==> src/rtl/udp_gen_pkg.sv <==
// Shared definitions for the packet-generator datapath: sequencer states,
// fill-mode encodings and the payload length limit used to size the checksum FIFO.
package udp_gen_pkg;

  typedef enum logic [1:0] {
    ST_IDLE    = 2'd0,
    ST_HDR     = 2'd1,
    ST_PAYLOAD = 2'd2,
    ST_GAP     = 2'd3
  } state_e;

  localparam logic FILL_CONST = 1'b0;
  localparam logic FILL_INCR  = 1'b1;

  localparam int unsigned DEFAULT_MAX_LEN = 1472;

endpackage

==> src/rtl/udp_pkt_sequencer.sv <==
// Run-time configurable packet scheduler feeding the UDP checksum generator's
// header and payload streams: length, fill, gap, count, IP id and start/stop.
module udp_pkt_sequencer
  import udp_gen_pkg::*;
#(
  parameter int unsigned MAX_LEN    = DEFAULT_MAX_LEN,
  parameter logic [7:0]  FILL_BYTE  = 8'h11,
  parameter logic [15:0] IP_ID_INIT = 16'h0000
) (
  input  logic        clk,
  input  logic        reset,
  input  logic        start,
  input  logic        stop,
  input  logic [15:0] cfg_len,
  input  logic [15:0] cfg_gap,
  input  logic [31:0] cfg_count,
  input  logic        cfg_incr,
  output logic        hdr_valid,
  input  logic        hdr_ready,
  output logic [15:0] ip_id,
  output logic [7:0]  tdata,
  output logic        tvalid,
  input  logic        tready,
  output logic        tlast,
  output logic        tuser,
  output logic        busy,
  output logic        done,
  output logic [31:0] pkt_sent
);

  localparam logic [15:0] MAX_LEN_W = 16'(MAX_LEN);

  state_e      state_q, state_d;
  logic [15:0] len_q, len_d;
  logic [15:0] gap_q, gap_d;
  logic [31:0] count_q, count_d;
  logic        incr_q, incr_d;
  logic [15:0] byte_cnt_q, byte_cnt_d;
  logic [15:0] gap_cnt_q, gap_cnt_d;
  logic [31:0] pkt_sent_d;
  logic [15:0] ip_id_d;
  logic        stop_q, stop_d;
  logic        done_d;
  logic        last_beat;

  assign tuser     = 1'b0;
  assign last_beat = (byte_cnt_q == len_q - 16'd1);

  // NOTE: every variable gets a default before the case so no path leaves one
  // unassigned; otherwise synthesis infers a latch to hold the old value.
  always_comb begin
    state_d    = state_q;
    len_d      = len_q;
    gap_d      = gap_q;
    count_d    = count_q;
    incr_d     = incr_q;
    byte_cnt_d = byte_cnt_q;
    gap_cnt_d  = gap_cnt_q;
    pkt_sent_d = pkt_sent;
    ip_id_d    = ip_id;
    stop_d     = stop_q | (stop && (state_q != ST_IDLE));
    done_d     = 1'b0;

    unique case (state_q)
      ST_IDLE: begin
        if (start) begin
          if (cfg_len == 16'd0)          len_d = 16'd1;
          else if (cfg_len > MAX_LEN_W)  len_d = MAX_LEN_W;
          else                           len_d = cfg_len;
          gap_d      = cfg_gap;
          count_d    = cfg_count;
          incr_d     = cfg_incr;
          pkt_sent_d = 32'd0;
          stop_d     = 1'b0;
          state_d    = ST_HDR;
        end
      end

      // A pending stop never withdraws the header; the packet goes out whole.
      ST_HDR: begin
        if (hdr_ready) begin
          byte_cnt_d = 16'd0;
          state_d    = ST_PAYLOAD;
        end
      end

      ST_PAYLOAD: begin
        if (tready) begin
          byte_cnt_d = byte_cnt_q + 16'd1;
          if (last_beat) begin
            pkt_sent_d = pkt_sent + 32'd1;
            ip_id_d    = ip_id + 16'd1;
            if (stop_d || ((count_q != 32'd0) && (pkt_sent_d == count_q))) begin
              state_d = ST_IDLE;
              done_d  = 1'b1;
            end else if (gap_q == 16'd0) begin
              state_d = ST_HDR;
            end else begin
              gap_cnt_d = gap_q;
              state_d   = ST_GAP;
            end
          end
        end
      end

      ST_GAP: begin
        if (stop_d) begin
          state_d = ST_IDLE;
          done_d  = 1'b1;
        end else begin
          gap_cnt_d = gap_cnt_q - 16'd1;
          if (gap_cnt_q == 16'd1) state_d = ST_HDR;
        end
      end

      default: state_d = ST_IDLE;
    endcase
  end

  // NOTE: state is updated with non-blocking assignments so every register
  // samples pre-edge values; outputs are decoded from next-state so they are registered.
  always_ff @(posedge clk) begin
    if (reset) begin
      state_q    <= ST_IDLE;
      len_q      <= 16'd1;
      gap_q      <= 16'd0;
      count_q    <= 32'd0;
      incr_q     <= FILL_CONST;
      byte_cnt_q <= 16'd0;
      gap_cnt_q  <= 16'd0;
      stop_q     <= 1'b0;
      hdr_valid  <= 1'b0;
      tvalid     <= 1'b0;
      tlast      <= 1'b0;
      tdata      <= 8'h00;
      busy       <= 1'b0;
      done       <= 1'b0;
      pkt_sent   <= 32'd0;
      ip_id      <= IP_ID_INIT;
    end else begin
      state_q    <= state_d;
      len_q      <= len_d;
      gap_q      <= gap_d;
      count_q    <= count_d;
      incr_q     <= incr_d;
      byte_cnt_q <= byte_cnt_d;
      gap_cnt_q  <= gap_cnt_d;
      stop_q     <= stop_d;
      pkt_sent   <= pkt_sent_d;
      ip_id      <= ip_id_d;
      done       <= done_d;
      busy       <= (state_d != ST_IDLE);
      hdr_valid  <= (state_d == ST_HDR);
      tvalid     <= (state_d == ST_PAYLOAD);
      tlast      <= (state_d == ST_PAYLOAD) && (byte_cnt_d == len_d - 16'd1);
      // Byte count only moves on a handshake, so stalled beats hold tdata/tlast.
      if (state_d == ST_PAYLOAD)
        tdata <= (incr_d == FILL_INCR) ? byte_cnt_d[7:0] : FILL_BYTE;
    end
  end

endmodule

==> config.mk <==
export PLATFORM = sky130hd
export DESIGN_NAME = udp_pkt_sequencer
export DESIGN_NICKNAME = d
export VERILOG_FILES = /design/src/rtl/udp_gen_pkg.sv /design/src/rtl/udp_pkt_sequencer.sv
export SDC_FILE = /design/constraint.sdc
export NUM_CORES = 1
export LEC_CHECK = 0
export ABC_AREA = 1
export CAP_MARGIN = 20
export CORE_MARGIN = 1.5
export CORE_UTILIZATION = 57
export CTS_CLUSTER_DIAMETER = 80
export CTS_CLUSTER_SIZE = 8
export DETAILED_ROUTE_END_ITERATION = 16
export GPL_TIMING_DRIVEN = 0
export PLACE_DENSITY = 0.84
export SKIP_CTS_REPAIR_TIMING = 1
export SLEW_MARGIN = 0
export SYNTH_ARGS = -nofsm -noshare
export SYNTH_HDL_FRONTEND = slang
export SYNTH_SLANG_ARGS = --single-unit
export TNS_END_PERCENT = 10
==> constraint.sdc <==
create_clock -name clk -period 3.03 [get_ports clk]
set_input_delay 0.303 -clock clk [delete_from_list [all_inputs] [get_ports clk]]
set_output_delay 0.303 -clock clk [all_outputs]
set_load 0.01 [all_outputs]
==> metrics.csv, run 1 <==
metric,value,unit
Hold Fails Final Rpt,0,
Fin Clk Skew,0.00764,ns
CP Data Required Time,3.35,ns
DRC Markers,1,
Max-Cap Viols,0,
pwr dens,465,nW/µm²
clock tree root buffer cell,clkbuf_16,
unrepaired setup endpoints after global routing,true,
WS Path Type,flop to flop,
most frequent cell after synthesis,nand2_1,
gpl congestion,0.965,
gr ovfl total,0,
number of global-route vias before repair,10103,
register bit total from synthesis,161,
"Design Area, Final",12600,µm²
Post-synth EDFFs,0,
clock-pin slew on the worst setup and hold paths,0.07,ns
Max-slew headroom,0.500,
CP Launch Type,flop,
routed vias,11610,
placed cell count,2002,
CTS tree,yes,
area of the mapped netlist,10300,µm²
clock latency on the worst-skew pair,0.44,ns
Port Buf Inserts,130,
Synth-to-Final Area Change,22.7,%
dpl cell area,11900,µm²
Yosys top cell by area,dfxtp_1,
initial core utilization,0.589,
Max IR drop VDD,0.430,mV
Final Cycle Share,0.966,
syn nets,1729,
CP Capture Type,flop,
CTS sink cnt,161,
top cell type's share of synthesized area,0.313,
DIE AREA,18900,µm²
slew of the pin with the lowest slew margin,0.750,ns
Tmin final,2.93,ns
Tot GR Track Use,0.339,
ANT nets after route,0,
first-pass GRT wire length,49.7,mm
hold_ws,0.444,ns
Max Root-Sink Buffers,2,
post-synthesis sequential area ratio,0.313,
Iter 0 DRT Violations,1170,
die span in x,137,µm
Routed WL,32.3,mm
die height,137,µm
"Max FO, Critical Path",10,
Achievable Freq,342,MHz
async set-or-reset flop fraction in the synthesized netlist,0,
largest net degree at the start of global routing,17,
CTS buffer count,17,
core area,17500,µm²
row count,48,
diodes inserted,0,
Nets,1885,
end of the critical path,gap_cnt_q[3],
First-pass DRT Iterations,14,
DP HPWL,24.5,mm
TNS Setup,0,ns
Pleak,5.32,nW
layout cell share with drive strength beyond 1,0.0826,
Final Setup Violations,0,
H-tree levels,4,
antenna violations before repair,0,
worst reg2reg path depth,20,
Post-Layout Cell Count,2041,
R2R Setup Slk,0.10,ns
Gate Count Post-Synth,1647,
"Slew Viols, Final",0,
CP Data Arrival Time,3.25,ns
CP startpoint,pkt_sent[15],
reg-to-reg startpoint,pkt_sent[15],
Yosys cell types,50,
routed vias/inst,5.69,
status,finished with violations,
Area contributors post-synth,"dfxtp_1 (31%), nand2_1 (15%), nor2_1 (9.9%), inv_1 (6.9%), nand3_1 (6.8%)",
R2R Path End,gap_cnt_q[3],
WL per Instance,15.8,µm
failing checks,design-rule violations,
Ports,133,
yosys synthesis warning count,0,
Avg Inst Size Synth,6.25,µm²
Post-synth top flop,dfxtp_1,
Hold Crit Class,primary input to flop,
Synth top cells by count,"nand2_1 (402), nor2_1 (272), inv_1 (188)",
[metrics by stage]
stage,power (mW),worst slack (ns),util
finish,5.88,0.103,0.723
global route,6.12,-0.0521,0.723
CTS,5.80,-0.435,0.711
detailed placement,3.80,-0.477,0.680
global placement,3.77,-0.412,0.680
floorplan,3.31,0.525,-
[flip-flops by register name (all words and copies together), names as in the netlist]
signal      count
busy            1
byte_cnt_q     16
count_q        32
done            1
gap_cnt_q      16
gap_q          16
hdr_valid       1
incr_q          1
ip_id          16
len_q          16
pkt_sent       32
state_q         2
stop_q          1
tdata           8
tlast           1
tvalid          1
[cells by family (layout without fill, tap and decap cells)]
family / after synthesis / after routing / share of synthesized area
buffers and inverters: 243 / 412 / 0.0939
flip-flops: 161 / 161 / 0.313
other: 1 / 1 / 0.000364
AND/OR/NAND/NOR: 931 / 931 / 0.392
AO/OA/AOI/OAI: 249 / 249 / 0.139
XOR/XNOR: 51 / 51 / 0.0491
adder cells (fa/ha/maj): 11 / 11 / 0.0134
[power by group]
part	leakage, nW	total [mW]	switching, mW	internal [mW]
clock network	0.272	2.04	0.960	1.08
logic	3.73	1.44	0.866	0.575
registers	1.32	2.40	0.149	2.25
total	5.32	5.88	1.97	3.91
[critical path: stages (launching register included)]
cell     delay, ns
dfxtp_1       0.47
nand2_1       0.15
nor2_1        0.26
nand2_1       0.17
nor2_1        0.21
nand2_1       0.08
nand2_1       0.10
nand2_1       0.06
nand2_1       0.05
nand2_1       0.04
nor2_1        0.07
nand2_1       0.12
nor2_2        0.13
nand3_2       0.10
nand2_2       0.10
nand2_1       0.08
nand2_2       0.13
inv_2         0.06
buf_2         0.18
o21ai_0       0.18
a21oi_1       0.05
[cell usage in the layout, fill, tap and decap left out, drive strengths merged, types with 5 or more instances in the layout]
cell,synthesis,routed
nor3,22,22
buf,20,26
a21oi,74,74
dfxtp,161,161
nor4,6,6
xor2,32,32
a31oi,24,24
clkbuf,32,51
and2,5,5
o211ai,6,6
nand4,18,18
or2,8,8
a211oi,29,29
clkinv,1,8
nand2,418,418
xnor2,15,15
clkdlybuf4s50,0,130
o21ai,105,105
ha,11,11
nand3b,18,18
nand3,142,142
nor2,291,291
inv,190,195
[how the worst min path moves through the flow]
stage / cells after the start / to / start
after floorplan: 2 / gap_q[2] / gap_q[2]
after global placement: 2 / tdata[5] / tdata[5]
after detailed placement: 2 / gap_q[2] / gap_q[2]
after CTS: 4 / byte_cnt_q[1] / tready
after global routing: 4 / byte_cnt_q[1] / tready
final: 4 / byte_cnt_q[1] / tready
[layer usage]
layer | global-route usage | routed length, µm
met1 | 0.469 | 13700
met2 | 0.521 | 14300
met3 | 0.0710 | 3570
met4 | 0.119 | 832
met5 | 0 | 0
[cell type report]
type / count / area, µm²
multi-input combinational: 1243 / 6240
clock inverter: 14 / 103
sequential: 161 / 3240
buffer: 52 / 255
fill: 1505 / 4840
tap: 225 / 282
inverter: 191 / 726
timing repair buffer: 137 / 1350
clock buffer: 18 / 439
(Power assumes the default switching activity.)
==> run 2: changes to the inputs <==
--- a/config.mk
+++ b/config.mk
@@ -14,6 +14,7 @@
 export DETAILED_ROUTE_END_ITERATION = 16
 export GPL_TIMING_DRIVEN = 0
 export PLACE_DENSITY = 0.84
+export SETUP_SLACK_MARGIN = 0.1
 export SKIP_CTS_REPAIR_TIMING = 1
 export SLEW_MARGIN = 0
 export SYNTH_ARGS = -nofsm -noshare
==> metrics.csv, run 2 (synthesis gave the netlist of run 1 again) <==
metric,value,unit,change
"Max FO, Critical Path",10,,unchanged
total power,5.89,mW,+0.21%
Fin Clk Skew,0.00782,ns,+0.000178 ns
Max IR drop VDD,0.425,mV,-1.1%
Nets,1889,,+0.21%
Final Setup Violations,0,,unchanged
CP Data Required Time,3.35,ns,about the same
CP Capture Type,flop,,
ANT nets after route,0,,unchanged
Hold Startpoint,tready,,
slew of the pin with the lowest slew margin,0.761,ns,+0.0109 ns
Psw,1.98,mW,about the same
Sequential Power Share,0.408,,about the same
"Slew Viols, Final",0,,unchanged
most frequent cells in the layout,"nand2_1 (395), nor2_1 (259), inv_1 (183)",,
Hold Crit Endpoint,byte_cnt_q[1],,
Post-Layout Cell Count,2046,,+0.24%
Ports,133,,unchanged
CTS sink cnt,161,,unchanged
First-pass DRT Iterations,9,,-5
row count,48,,unchanged
status,completed,,
antenna violations before repair,0,,unchanged
CTS buffer count,17,,unchanged
Regs by FF count,"count_q: 32 flops, pkt_sent: 32 flops",,
initial core utilization,0.589,,unchanged
layout cell share with drive strength beyond 1,0.0890,,+0.00641
Switching Share,0.335,,-0.000448
pwr dens,463,nW/µm²,-0.61%
Port Buf Inserts,130,,unchanged
unrepaired setup endpoints after global routing,true,,
final core occ,0.729,,+0.00594
DRC Markers,0,,-1
Routed WL,32.5,mm,+0.45%
R2R Setup Slk,0.13,ns,+0.03 ns
internal power,3.92,mW,+0.28%
critical-path cell list,ha_4 > nand2_2 > nor2_4 > buf_6 > nand2_2 > nor2_2 > nand2_1 > nand2_1 > nand2_1 > nand2_1 > nand2_1 > nor2_1 > nand2_1 > nor2_2 > nand3_2 > nand2_2 > nand2_1 > nand2_2 > inv_2 > clkbuf_4 > o21ai_0 > a31oi_1,,
clock tree root buffer cell,clkbuf_16,,
Achievable Freq,345,MHz,+1.1%
placed cell count,2002,,unchanged
Tot GR Track Use,0.339,,unchanged
Iter 0 DRT Violations,1214,,+3.8%
"most used cell, CP",nand2_1,,
CP Launch Type,flop,,
DIE AREA,18900,µm²,unchanged
H-tree levels,4,,unchanged
Clk pwr share,0.345,,-0.002
part of the power in combinational logic,0.247,,+0.002
DP HPWL,24.5,mm,unchanged
Hold Crit Class,primary input to flop,,
worst path bufs/invs,3,,+1
die span in x,137,µm,unchanged
Tmin final,2.90,ns,-0.0306 ns
Synth-to-Final Area Change,23.7,%,
clock latency on the worst-skew pair,0.44,ns,about the same
clock-pin slew on the worst setup and hold paths,0.07,ns,about the same
Final Cycle Share,0.956,,-0.0101
Worst path max stage delay,0.40,ns,-0.07 ns
first-pass GRT wire length,49.7,mm,unchanged
Pleak,5.36,nW,+0.78%
R2R Path End,gap_cnt_q[13],,
Max Root-Sink Buffers,2,,unchanged
routed vias,11621,,+0.095%
Critical Path Slowest Stage Cell,dfxtp_4,,
gpl congestion,0.965,,unchanged
CTS tree,yes,,
number of global-route vias before repair,10103,,unchanged
gr ovfl total,0,,unchanged
largest net degree at the start of global routing,17,,unchanged
TNS Setup,0,ns,unchanged
critical path's top delay family,simple AND/OR/NAND/NOR gates,,
reg-to-reg startpoint,pkt_sent[0],,
Max-Cap Viols,0,,unchanged
Final WS setup,0.133,ns,+0.0306 ns
die height,137,µm,unchanged
Max-slew headroom,0.493,,-0.00724
core area,17500,µm²,unchanged
Hold Fails Final Rpt,0,,unchanged
"commonest non-fill, non-tap cell in the layout",nand2_1,,
WS Path Type,flop to flop,,
WL per Instance,15.9,µm,+0.21%
hold depth,4,,unchanged
CP Data Arrival Time,3.21,ns,-0.04 ns
routed vias/inst,5.68,,-0.15%
worst reg2reg path depth,22,,+10%
post-place setup slack,-0.477,ns,unchanged
run 2: changes by cell type in the layout (fill, tap and decap cells not counted), sizes merged:
cell      before  now
buf           26   29
clkbuf        51   52
clkinvlp       2    3
diode          0    1
inv          195  194
run 2: final cells by class:
type | instances | area (µm²)
multi-input combinational | 1243 | 6300
fill | 1481 | 4730
sequential | 161 | 3240
timing repair buffer | 141 | 1380
inverter | 191 | 729
clock buffer | 18 | 439
tap | 225 | 282
buffer | 52 | 269
clock inverter | 14 | 103
antenna | 1 | 2.50
run 2: per-stage QoR:
stage	hold slack [ns]	instance area (µm²)
after floorplan	0.438	10300
after global placement	0.466	11900
after detailed placement	0.470	11900
after CTS	0.433	12400
after global routing	0.455	12700
final	0.448	12700
run 2: tightest hold or removal path, delay by kind of cell:
family        cells  cell delay [ns]
buf+inv           1             0.16
simple gates      3             0.36
run 2: worst max-delay path by stage:
stage	start	endpoint	slack [ns]	cells after the start
after global routing	state_q[0]	tlast	-0.003	19
after detailed placement	start	tlast	-0.48	18
after global placement	start	tlast	-0.41	18
after CTS	state_q[0]	tlast	-0.44	19
final	pkt_sent[0]	gap_cnt_q[13]	0.13	22
after floorplan	state_q[0]	tlast	0.52	14
run 2: power by group through the flow:
stage / Clock, mW / Combinational [mW] / Sequential, mW
6_report: 2.03 / 1.46 / 2.40
5_1_grt: 2.11 / 1.60 / 2.42
4_1_cts: 2.04 / 1.37 / 2.39
3_5_place_dp: 0 / 1.36 / 2.44
3_3_place_gp: 0 / 1.33 / 2.44
2_1_floorplan: 0 / 0.889 / 2.42
run 2: per-layer routing:
metal | track usage | wire length [µm] | part of all wire
met5 | 0 | 0 | 0
met4 | 0.119 | 806 | 0.025
met3 | 0.0710 | 3340 | 0.10
met2 | 0.521 | 14600 | 0.45
met1 | 0.469 | 13700 | 0.42
==> run 3: changes to the inputs <==
--- a/config.mk
+++ b/config.mk
@@ -6,14 +6,14 @@
 export NUM_CORES = 1
 export LEC_CHECK = 0
 export ABC_AREA = 1
-export CAP_MARGIN = 20
 export CORE_MARGIN = 1.5
-export CORE_UTILIZATION = 57
+export CORE_UTILIZATION = 58
+export CTS_BUF_LIST = sky130_fd_sc_hd__clkbuf_2 sky130_fd_sc_hd__clkbuf_4 sky130_fd_sc_hd__clkbuf_8
 export CTS_CLUSTER_DIAMETER = 80
 export CTS_CLUSTER_SIZE = 8
 export DETAILED_ROUTE_END_ITERATION = 16
 export GPL_TIMING_DRIVEN = 0
-export PLACE_DENSITY = 0.84
+export PLACE_DENSITY = 0.85
 export SETUP_SLACK_MARGIN = 0.1
 export SKIP_CTS_REPAIR_TIMING = 1
 export SLEW_MARGIN = 0
==> metrics.csv, run 3 (synthesis gave the netlist of run 1 again) <==
metric,value,unit,change
status,completed,,
initial core utilization,0.595,,+0.00614
FF/Latch Area,3250,µm²,+0.42%
Nets,1915,,+1.4%
clock tree root buffer cell,clkbuf_8,,
CP Data Arrival Time,3.18,ns,-0.03 ns
gpl congestion,0.990,,+2.5%
CP Data Required Time,3.35,ns,about the same
final core occ,0.747,,+0.0176
Worst path max stage delay,0.48,ns,+0.08 ns
H-tree levels,4,,unchanged
Routed WL,32.7,mm,+0.76%
"most used cell, CP",nand2_1,,
routed vias/inst,5.71,,+0.59%
Fin Clk Skew,0.0140,ns,+0.00620 ns
R2R Path End,pkt_sent[0],,
unrepaired setup endpoints after global routing,true,,
CTS tree,yes,,
DRC Markers,0,,unchanged
Regs by FF count,"count_q: 32 flops, pkt_sent: 32 flops",,
core area,17300,µm²,-1.0%
WS Path Type,flop to flop,,
pwr dens,428,nW/µm²,-7.4%
Ports,133,,unchanged
number of global-route vias before repair,10610,,+5.0%
Max-slew headroom,0.489,,-0.00386
Port Buf Inserts,130,,unchanged
most frequent cells in the layout,"nand2_1 (394), nor2_1 (253), inv_1 (183)",,
Critical Path Slowest Stage Cell,clkbuf_1,,
Max-Cap Viols,0,,unchanged
DP HPWL,24.3,mm,-0.79%
end of the critical path,pkt_sent[0],,
first-pass GRT wire length,50.0,mm,+0.72%
clock-pin slew on the worst setup and hold paths,0.09,ns,+0.02 ns
post-place setup slack,-0.508,ns,-0.0308 ns
slew of the pin with the lowest slew margin,0.767,ns,+0.00579 ns
CTS buffer count,17,,unchanged
filler cell count in the final layout,1409,,-4.9%
antenna violations before repair,2,,+2
Max Root-Sink Buffers,2,,unchanged
ANT nets after route,0,,unchanged
"Slew Viols, Final",0,,unchanged
CP startpoint,len_q[4],,
Achievable Freq,351,MHz,+1.6%
worst reg2reg path depth,16,,-27%
area of the multi-input gates,6380,µm²,+1.4%
layout cell share with drive strength beyond 1,0.115,,+0.0264
Hold Fails Final Rpt,0,,unchanged
"commonest non-fill, non-tap cell in the layout",nand2_1,,
Hold Crit Class,primary input to flop,,
CTS sink cnt,161,,unchanged
critical-path cell list,nor2_2 > nand2_1 > nor2_4 > nand2_1 > inv_1 > nand2_1 > or2_2 > nand2_1 > inv_1 > nand3_1 > nor2_4 > nor2_1 > inv_1 > nand2_1 > clkbuf_1 > a211oi_1,,
largest net degree at the start of global routing,17,,unchanged
"Max FO, Critical Path",10,,unchanged
die span in x,136,µm,-0.85%
First-pass DRT Iterations,8,,-1
row count,48,,unchanged
CP Capture Type,flop,,
Tot GR Track Use,0.341,,+0.00246
CP Launch Type,flop,,
Final WS setup,0.178,ns,+0.0453 ns
Iter 0 DRT Violations,1360,,+12%
routed vias,11832,,+1.8%
Pleak,5.47,nW,+1.9%
gr ovfl total,0,,unchanged
R2R Setup Slk,0.18,ns,+0.05 ns
Tmin final,2.85,ns,-0.0453 ns
WL per Instance,15.8,µm,-0.45%
die height,136,µm,-0.85%
Max IR drop VDD,0.289,mV,-32%
clock latency on the worst-skew pair,0.48,ns,+0.04 ns
Final Setup Violations,0,,unchanged
Final Cycle Share,0.941,,-0.0150
DIE AREA,18600,µm²,-1.7%
Synth-to-Final Area Change,25.4,%,
reg-to-reg startpoint,len_q[4],,
## run 3: worst min path at each step
| stage | start | endpoint | slack [ns] | depth (start not counted) |
|---|---|---|---|---|
| final | tready | byte_cnt_q[1] | 0.40 | 4 |
| after global routing | tready | byte_cnt_q[1] | 0.41 | 4 |
| after CTS | tready | byte_cnt_q[1] | 0.41 | 4 |
| after detailed placement | gap_q[6] | gap_q[6] | 0.46 | 2 |
| after global placement | gap_q[6] | gap_q[6] | 0.46 | 2 |
| after floorplan | gap_q[2] | gap_q[2] | 0.44 | 2 |
## run 3: power breakdown
group / switching (mW) / internal (mW)
clock network: 0.886 / 0.741
logic: 0.891 / 0.613
registers: 0.150 / 2.25
total: 1.93 / 3.61
## run 3: metrics by stage
| step | power [mW] | setup TNS (ns) | area [µm²] | std cells | hold slack, ns |
|---|---|---|---|---|---|
| after floorplan | 3.31 | 0 | 10300 | 1647 | 0.438 |
| after global placement | 3.75 | -0.492 | 11900 | 2002 | 0.460 |
| after detailed placement | 3.79 | -1.42 | 11900 | 2002 | 0.462 |
| after CTS | 5.37 | -2.36 | 12300 | 2033 | 0.409 |
| after global routing | 5.78 | 0 | 12900 | 2070 | 0.412 |
| final | 5.53 | 0 | 12900 | 2071 | 0.400 |
## run 3: area by class of cell
| type | count | area share |
|---|---|---|
| Clock inverter | 14 | 0.0123 |
| Buffer | 52 | 0.0204 |
| Timing Repair Buffer | 167 | 0.125 |
| Antenna cell | 1 | 0.000194 |
| Multi-Input combinational cell | 1243 | 0.494 |
| Sequential cell | 161 | 0.252 |
| Tap cell | 225 | 0.0218 |
| Inverter | 191 | 0.0565 |
| Clock buffer | 17 | 0.0181 |
## run 3: metal layers
metal	track usage	share of wire	wire [µm]
met4	0.126	0.027	869
met3	0.0846	0.11	3700
met2	0.544	0.45	14900
met1	0.445	0.41	13300
met5	0	0.00046	15
## run 3: worst max-delay path: cells and delay by family, from the launching register on
kind            cells  cell delay [ns]
buf+inv             4             0.63
simple gates       11             1.45
compound gates      1             0.19
flops               1             0.40
